File: src/rtl/circular_dma_mm2s_fsm.sv
// circular_dma_mm2s_fsm
// ---------------------
// Drains a circular byte ring in memory onto an AXI-Stream master. The
// producer advances wr_ptr; this block issues AXI read bursts from
// mem_base+rd_ptr, forwards the returned beats to the stream and advances
// rd_ptr. Bursts never cross the ring end or a 4 KiB boundary.
//
// Ports
//   clk, rst            clock, synchronous active-high reset
//   enable              run request; dropping it stops after the current burst
//   clear_irq[1:0]      write-one-to-clear irq mask
//   enable_irq[1:0]     irq enable mask (bit0 stopped, bit1 read error)
//   irq[1:0]            bit0 stopped, bit1 read error
//   status_flags[1:0]   bit0 running, bit1 error
//   mem_base, mem_size  ring location/size, latched when leaving idle
//   wr_ptr              producer byte offset into the ring
//   rd_ptr              consumer byte offset into the ring
//   m_axi_*             AXI read address/data channels (master)
//   m_axis_mm2s_*       AXI-Stream output (master)
module circular_dma_mm2s_fsm #(
    parameter int C_ADDR_WIDTH = 32,
    parameter int C_AXIS_WIDTH = 64,
    parameter int C_MAX_BURST  = 16
) (
    input  logic                    clk,
    input  logic                    rst,
    input  logic                    enable,
    input  logic [1:0]              clear_irq,
    input  logic [1:0]              enable_irq,
    output logic [1:0]              irq,
    output logic [1:0]              status_flags,
    input  logic [C_ADDR_WIDTH-1:0] mem_base,
    input  logic [31:0]             mem_size,
    input  logic [31:0]             wr_ptr,
    output logic [31:0]             rd_ptr,
    output logic [C_ADDR_WIDTH-1:0] m_axi_araddr,
    output logic [7:0]              m_axi_arlen,
    output logic                    m_axi_arvalid,
    input  logic                    m_axi_arready,
    input  logic [C_AXIS_WIDTH-1:0] m_axi_rdata,
    input  logic [1:0]              m_axi_rresp,
    input  logic                    m_axi_rlast,
    input  logic                    m_axi_rvalid,
    output logic                    m_axi_rready,
    output logic [C_AXIS_WIDTH-1:0] m_axis_mm2s_tdata,
    output logic                    m_axis_mm2s_tlast,
    output logic                    m_axis_mm2s_tvalid,
    input  logic                    m_axis_mm2s_tready
);

    localparam int B     = C_AXIS_WIDTH / 8;      // bytes per beat
    localparam int BB    = C_MAX_BURST * B;       // bytes per max burst
    localparam int LOG2B = $clog2(B);
    // Clears the sub-beat bits of the producer pointer.
    localparam logic [31:0] BEAT_MASK = ~(32'(B) - 32'd1);

    typedef enum logic [1:0] {
        ST_IDLE       = 2'd0,
        ST_READ_ADDR  = 2'd1,
        ST_DATA_BURST = 2'd2
    } state_t;

    state_t                  state, state_d;
    logic [1:0]              irq_d, status_d;
    logic [31:0]             rd_ptr_d;
    logic [C_ADDR_WIDTH-1:0] araddr_d;
    logic [7:0]              arlen_d;
    logic                    arvalid_d;
    logic                    err_burst, err_d;
    logic [C_ADDR_WIDTH-1:0] base_q, base_d;
    logic [31:0]             size_q, size_d;

    // Only rresp[1] (SLVERR/DECERR) matters; OKAY vs EXOKAY is irrelevant.
    logic resp_unused;
    assign resp_unused = m_axi_rresp[0];

    // ------------------------------------------------------------------
    // Burst sizing
    // ------------------------------------------------------------------
    logic [31:0]             wp, avail, to_end, to_4k, beats;
    logic [C_ADDR_WIDTH-1:0] next_addr;
    logic                    ring_empty;

    always_comb begin
        wp         = wr_ptr & BEAT_MASK;
        next_addr  = base_q + C_ADDR_WIDTH'(rd_ptr);
        // An out-of-range producer pointer is treated as nothing to read.
        ring_empty = (wp == rd_ptr) || (wp >= size_q);
        avail      = (wp >= rd_ptr) ? (wp - rd_ptr) : (size_q - rd_ptr + wp);
        to_end     = size_q - rd_ptr;
        to_4k      = 32'd4096 - {20'd0, next_addr[11:0]};

        beats = 32'(C_MAX_BURST);
        if ((avail  >> LOG2B) < beats) beats = avail  >> LOG2B;
        if ((to_end >> LOG2B) < beats) beats = to_end >> LOG2B;
        if ((to_4k  >> LOG2B) < beats) beats = to_4k  >> LOG2B;
        if (ring_empty)                beats = '0;
    end

    // ------------------------------------------------------------------
    // Data path
    // ------------------------------------------------------------------
    logic in_burst, err_any, r_hs;

    // The erroring beat itself must already be dropped, so the live rresp
    // is folded in alongside the sticky flag. Once in error, the R channel
    // is drained regardless of stream backpressure.
    assign in_burst           = (state == ST_DATA_BURST);
    assign err_any            = err_burst | (m_axi_rvalid & m_axi_rresp[1]);
    assign m_axis_mm2s_tdata  = m_axi_rdata;
    assign m_axis_mm2s_tvalid = in_burst & m_axi_rvalid & ~err_any;
    assign m_axis_mm2s_tlast  = in_burst & m_axi_rlast;
    assign m_axi_rready       = in_burst & (m_axis_mm2s_tready | err_any);
    assign r_hs               = m_axi_rvalid & m_axi_rready;

    // ------------------------------------------------------------------
    // Next-state logic
    // ------------------------------------------------------------------
    always_comb begin
        state_d   = state;
        // Clear/mask every cycle; the set actions below override bits.
        irq_d     = irq & ~clear_irq & enable_irq;
        status_d  = status_flags;
        rd_ptr_d  = rd_ptr;
        araddr_d  = m_axi_araddr;
        arlen_d   = m_axi_arlen;
        arvalid_d = m_axi_arvalid;
        err_d     = err_burst;
        base_d    = base_q;
        size_d    = size_q;

        case (state)
            ST_IDLE: begin
                // Pending irqs block restart until software clears them.
                if (enable && irq == 2'b00 && mem_size >= 32'(BB)) begin
                    state_d  = ST_READ_ADDR;
                    rd_ptr_d = '0;
                    status_d = 2'b01;
                    base_d   = mem_base;
                    size_d   = mem_size;
                end
            end

            ST_READ_ADDR: begin
                if (m_axi_arvalid) begin
                    // Address/length stay frozen until accepted.
                    if (m_axi_arready) begin
                        arvalid_d = 1'b0;
                        state_d   = ST_DATA_BURST;
                    end
                end else if (!enable) begin
                    state_d     = ST_IDLE;
                    status_d[0] = 1'b0;
                    irq_d[0]    = enable_irq[0];
                end else if (beats != '0) begin
                    araddr_d  = next_addr;
                    arlen_d   = 8'(beats - 32'd1);
                    arvalid_d = 1'b1;
                end
            end

            ST_DATA_BURST: begin
                if (r_hs) begin
                    if (m_axi_rresp[1]) err_d = 1'b1;
                    if (m_axi_rlast) begin
                        if (err_d) begin
                            // Errored burst is not consumed: rd_ptr stays.
                            state_d  = ST_IDLE;
                            status_d = 2'b10;
                            irq_d[1] = enable_irq[1];
                            err_d    = 1'b0;
                        end else begin
                            rd_ptr_d = rd_ptr +
                                ((32'(m_axi_arlen) + 32'd1) << LOG2B);
                            if (rd_ptr_d == size_q) rd_ptr_d = '0;
                            state_d = ST_READ_ADDR;
                        end
                    end
                end
            end

            default: state_d = ST_IDLE;
        endcase
    end

    // ------------------------------------------------------------------
    // State register
    // ------------------------------------------------------------------
    always_ff @(posedge clk) begin
        if (rst) begin
            state         <= ST_IDLE;
            irq           <= '0;
            status_flags  <= '0;
            rd_ptr        <= '0;
            m_axi_araddr  <= '0;
            m_axi_arlen   <= '0;
            m_axi_arvalid <= 1'b0;
            err_burst     <= 1'b0;
            base_q        <= '0;
            size_q        <= '0;
        end else begin
            state         <= state_d;
            irq           <= irq_d;
            status_flags  <= status_d;
            rd_ptr        <= rd_ptr_d;
            m_axi_araddr  <= araddr_d;
            m_axi_arlen   <= arlen_d;
            m_axi_arvalid <= arvalid_d;
            err_burst     <= err_d;
            base_q        <= base_d;
            size_q        <= size_d;
        end
    end

endmodule
File: config.mk
export PLATFORM = sky130hd
export DESIGN_NAME = circular_dma_mm2s_fsm
export DESIGN_NICKNAME = d
export VERILOG_FILES = /design/src/rtl/circular_dma_mm2s_fsm.sv
export SDC_FILE = /design/constraint.sdc
export NUM_CORES = 1
export LEC_CHECK = 0
export CAP_MARGIN = 20
export CORE_MARGIN = 5
export CORE_UTILIZATION = 40
export CTS_CLUSTER_DIAMETER = 80
export CTS_CLUSTER_SIZE = 16
export DETAILED_ROUTE_END_ITERATION = 8
export DONT_BUFFER_PORTS = 1
export SYNTH_ARGS = -nofsm -noshare
export SYNTH_HDL_FRONTEND = slang
export SYNTH_SLANG_ARGS = --single-unit
File: constraint.sdc
create_clock -name clk -period 20.2 [get_ports clk]
set_clock_uncertainty 0.2 [all_clocks]
set_input_delay 6.06 -clock clk [delete_from_list [all_inputs] [get_ports clk]]
set_output_delay 6.06 -clock clk [all_outputs]
set_load 0.01 [all_outputs]
# Yosys cells after proc, flatten, opt, wreduce, memory -nomap -nowiden
# Cells that the tools add are included.
# op_classes
n_bitwise	13
n_addsub	8
n_mux	41
n_reduce_logical	15
order_cmp	6
n_eq_ne	13
# op_table
cell	count
2-to-1 mux 32 bit	6
2-to-1 mux 29 bit	4
adder 32 bit	2
== test 32 bit	2
greater-or-equal comparator 32 bit	2
one-hot mux 32 bit (2 select lines)	1
subtractor 32 bit	2
< comparator 29 bit	2
adder 32 x 12 -> 32 bit	1
greater-or-equal comparator 32 x 8 -> 1 bit (second input constant)	1
nonzero test 32 bit	1
< comparator 29 x 5 -> 1 bit (second input constant)	1
2-to-1 mux 1 bit	18
2-to-1 mux 2 bit	9
AND reduction 5 bit	3
subtractor 13 x 12 -> 14 bit (first input constant)	1
inequality test 2 bit (second input constant)	5
adder 8 x 1 -> 9 bit (second input constant)	1
subtractor 8 x 1 -> 8 bit (second input constant)	1
AND reduction 7 bit	1
bitwise AND 1 bit	6
inequality test 3 bit (second input constant)	2
one-hot mux 2 bit (3 select lines)	1
bitwise AND 2 bit	2
other kinds (15)	21
# word_totals
output_inout_bits	144
ff_bits	144
elab_cells	107
input_bits	173

# Logic depth before layout (Yosys ltp)
# depth
word_depth	14
ltp_mapped	54

# Least setup slack after synthesis
# Ideal clock, no wire load.
# synth_path
path_kind	input -> register
from	input port wr_ptr[3]
to	register m_axi_araddr[23]
path_slack_ns	6.034
t_arrival_ns	13.838
path_buffers	4
path_stages	45
t_required_ns	19.872
cell_sequence	ha_1 > inv_1 > fa_1 > nand2b_1 > a21oi_1 > o21ai_1 > a31oi_1 > a21oi_1 > xnor2_1 > a2111oi_0 > a41oi_2 > nor4b_4 > and3_1 > buf_6 > nand2_1 > ha_1 > a21o_1 > a21o_1 > (+9 left out) > ha_1 > a21oi_1 > nor2b_1 > o21ai_0 > nand2b_1 > a21oi_1 > o21ai_0 > a31oi_2 > nor2_1 > clkbuf_1 > o211ai_1 > ha_1 > inv_1 > o41ai_4 > buf_6 > buf_12 > mux2i_1 > nor2_1
# synth_via
elab_chain_cells	11
word_cells_on_any_way	16
cone_classes	2 x add/sub; 5 x order compare; 1 x eq/ne; 5 x mux; 3 x reduce/logical
# synth_lines
element	line_no	rtl
from (decl)	34	input logic [31:0] wr_ptr,
adder 32 bit, or another cell as far along	89	avail = (wp >= rd_ptr) ? (wp - rd_ptr) : (size_q - rd_ptr + wp);
2-to-1 mux 32 bit	89	
< comparator 29 x 5 -> 1 bit	94	if ((avail >> LOG2B) < beats) beats = avail >> LOG2B;
2-to-1 mux 29 bit	94	
< comparator 29 bit	95	if ((to_end >> LOG2B) < beats) beats = to_end >> LOG2B;
2-to-1 mux 29 bit	95	
< comparator 29 bit	96	if ((to_4k >> LOG2B) < beats) beats = to_4k >> LOG2B;
2-to-1 mux 29 bit	96	
2-to-1 mux 29 bit *	97	if (ring_empty) beats = '0;
nonzero test 32 bit *	155	end else if (beats != '0) begin
AND reduction 4 bit (no line) *	n/a	
to (signal assigned)	206	m_axi_araddr <= araddr_d;
to (decl)	36	output logic [C_ADDR_WIDTH-1:0] m_axi_araddr,
# Every way passes the cells marked *; elsewhere a longest branch is shown, timed or not.
# A chain may end at the register's enable or synchronous reset.

# Worst setup path after layout
# layout_path
from	input port wr_ptr[3]
to	register m_axi_arlen[5]
# layout_via
elab_chain_cells	11
word_cells_on_any_way	17
cone_classes	3 x add/sub; 5 x order compare; 1 x eq/ne; 5 x mux; 3 x reduce/logical
# layout_lines
element	line_no	rtl
adder 32 bit, or another cell as far along	89	
2-to-1 mux 32 bit	89	
< comparator 29 x 5 -> 1 bit	94	
2-to-1 mux 29 bit	94	
< comparator 29 bit	95	
2-to-1 mux 29 bit	95	
< comparator 29 bit	96	
2-to-1 mux 29 bit	96	
2-to-1 mux 29 bit *	97	
branches (longest 2 deep; another with subtractor 8 x 1 -> 8 bit)	n/a	
to (signal assigned)	207	m_axi_arlen <= arlen_d;
to (decl)	37	output logic [7:0] m_axi_arlen,
# Mark *: on every way between the ends.

==> qor.yml <==
drt:
  drt_iter0_drc: 830
  drc: 0
  wl_per_cell_microns: 19.7
  firstDrtPassIters: 6
  avgViaCountPerCell: 5.82
  drtAntennaViolNets: 0
  via_count: 13821
  drt-total-wl_microns: 46800
sta:
  setup_ws_ps: 4590
  hold_violations: 0
  post-route-period-util: 0.773
  clock.fmax_mhz: 64.1
  period_needed_ps: 15610
  setup_viol: 0
  maxSlewHeadroom: 0.435
  drv_slew: 0
  tns_ps: 0
  grt_setup_unrepaired: "false"
  worst_pin_slew_ps: 836
global_routing:
  grt_pass1_wl_microns: 72600
  grt_max_degree: 142
  antenna_found_initial: 0
  overflow: 0
  grt_pass1_vias: 13191
  track_usage: 0.218
min_path:
  holdCritPathClass: "flip-flop to flip-flop"
  min-delay-start: "base_q[15]"
yosys:
  synthArstFlopShare: 0
  yosysUniqueCellTypes: 85
  synth_edf_count: 0
  syn_avg_cell_area_sq_um: 7.58
  synthCells: 1969
  yosysSeqAreaShare: 0.189
  yosysWarnings: 0
  synth_flop_cell: "dfxtp_1"
  ys_seq_elements: 141
  syn-cell-area_sq_um: 14900
die:
  core_area_sq_um: 36700
  ios: 317
  num_rows: 70
  dieArea_sq_um: 41300
  dieHeight_microns: 203
  die_w_microns: 203
  start_util: 0.407
critical_path:
  startpoint: "wr_ptr[3]"
  end_kind: "flip-flop"
  cp.required_ps: 20360
  slowest_delay_ps: 510
  path_buf_inv: 4
  critPathTopFamily: "compound AO/OA/AOI/OAI gates"
  reg2reg_from: "rd_ptr[3]"
  worstPathMaxFanout: 23
  start_kind: "input port"
  crit_slowest_cell: "a2111oi_0"
  crit_top_cell: "a21oi_1"
  worstSetupPathType: "input port to flip-flop"
  worstPathArrival_ps: 15770
clocking:
  clock_latency_ps: 440
  max-clock-path-buffers: 2
  cts_tree: "built"
  post_cts_buffers: 0
  clock-sinks: 141
  cts_resized: 0
  htreeDepth: 4
  clockRootBuffer: "clkbuf_16"
  path_clk_slew_ps: 60
  holdBufCountCts: 0
  numCtsBuffers: 17
placed_design:
  place_hpwl_microns: 38100
  pre_cts_slack_ps: 4180
  gp_congestion: 0.926
  port_buffers: 0
pwr:
  p_per_area_nw_per_um2: 92.8
  irDropWorstVdd_mv: 0.0898
  p_total_mw: 1.44
  leakagePower_nw: 6.58
flow_run:
  cap_viol_max_count: 0
cells_and_area:
  diodes: 0
  drive_gt1_frac: 0.0388
  final_nets: 2265
  synthToLayoutAreaGrowth_pct: 3.73
status:
  outcome: "complete, no violations"
==> cell families (layout without fill, tap and decap cells) <==
family / Yosys count / after routing / share of synthesized area
xor+xnor: 155 / 155 / 0.0919
simple gates: 661 / 661 / 0.217
buf+inv: 246 / 157 / 0.0838
fa+ha+maj: 200 / 200 / 0.169
other cells: 2 / 27 / 0.000503
mux: 38 / 38 / 0.0255
flops: 141 / 141 / 0.189
compound gates: 526 / 526 / 0.224
==> cell usage after synthesis, drive strengths merged (18+ instances only) <==
cell type  number  area (sq um)
a21oi         226          1140
nand2         224           841
ha            198          2480
dfxtp         141          2820
nor2          139           522
inv           115           432
xnor2         104           911
o21ai          79           395
buf            77           617
a21o           60           450
clkbuf         54           203
xor2           50           438
nand4          47           294
nand3          40           205
mux2i          38           380
nor3           34           170
nor2b          30           188
nand2b         29           181
or3            21           136
nor4           19           119
a211oi         18           135
and3           18           113
o21a           18           135
==> worst register-to-register path: cells and delay by family (launching register included) <==
family,cells,cell delay [ps]
AND/OR/NAND/NOR,12,2180
buffers and inverters,4,680
AO/OA/AOI/OAI,27,6530
flip-flops,1,630
adder cells (fa/ha/maj),5,1670
XOR/XNOR,1,550
==> path summary, 6_finish.rpt <==
kind	to	slack, ps	cells past startpoint
max	m_axi_arlen[5]	4590	42
min	base_q[15]	250	2
max reg2reg	m_axi_arlen[5]	7650	49
min reg2reg	base_q[15]	250	2
==> where the power goes <==
part / switching (mW) / internal (mW) / total (mW)
Combinational: 0.474 / 0.308 / 0.782
Clock: 0.131 / 0.202 / 0.333
Sequential: 0.0239 / 0.297 / 0.321
==> area by class of cell <==
cell class	instances	area, sq um
fillers	3760	21200
multi-input cells	1607	10900
flip-flops and latches	141	2820
well taps	468	586
clock buffers	20	457
inverters	115	432
clock inverters	12	164
repair buffers	10	72.6
==> through the flow <==
step	cell area (sq um)	util	instances	hold WS [ps]
6_report	15500	0.422	2373	254
5_1_grt	15500	0.422	2373	274
4_1_cts	15500	0.422	2372	255
3_5_place_dp	14900	0.405	2340	246
3_3_place_gp	14800	0.405	2339	241
2_1_floorplan	15000	-	1994	236
==> layer usage <==
layer	track usage	up-vias	share of wire
met2	0.359	411	0.46
met1	0.286	6552	0.45
met4	0.0626	2	0.021
li1	-	6809	-
met3	0.0534	47	0.071
met5	0.00595	-	0.00077
==> state kept, by name (all words and copies together) (netlist names) <==
name,count
base_q,32
irq,2
err_burst,1
rd_ptr,29
m_axi_arlen,8
m_axi_araddr,32
size_q,32
m_axi_arvalid,1
status_flags,2
state,2
==> layout by cell type (no fill, tap or decap), drive strengths merged, types with 9 or more instances in the layout <==
cell,count
nand2,224
nand4,47
nor2,139
and3,18
a21oi,226
conb,27
o21ai,79
or3,21
o21a,18
inv,115
a211oi,18
xor2,50
nor2b,30
o211ai,15
clkbuf,21
or2,11
nand3,40
mux2i,38
o21bai,12
a31oi,17
buf,9
ha,198
dfxtp,141
and2,16
nand2b,29
xnor2,104
nor3,34
nor4,19
a21o,60
a22oi,11
Power figures use the tool's default switching activity.
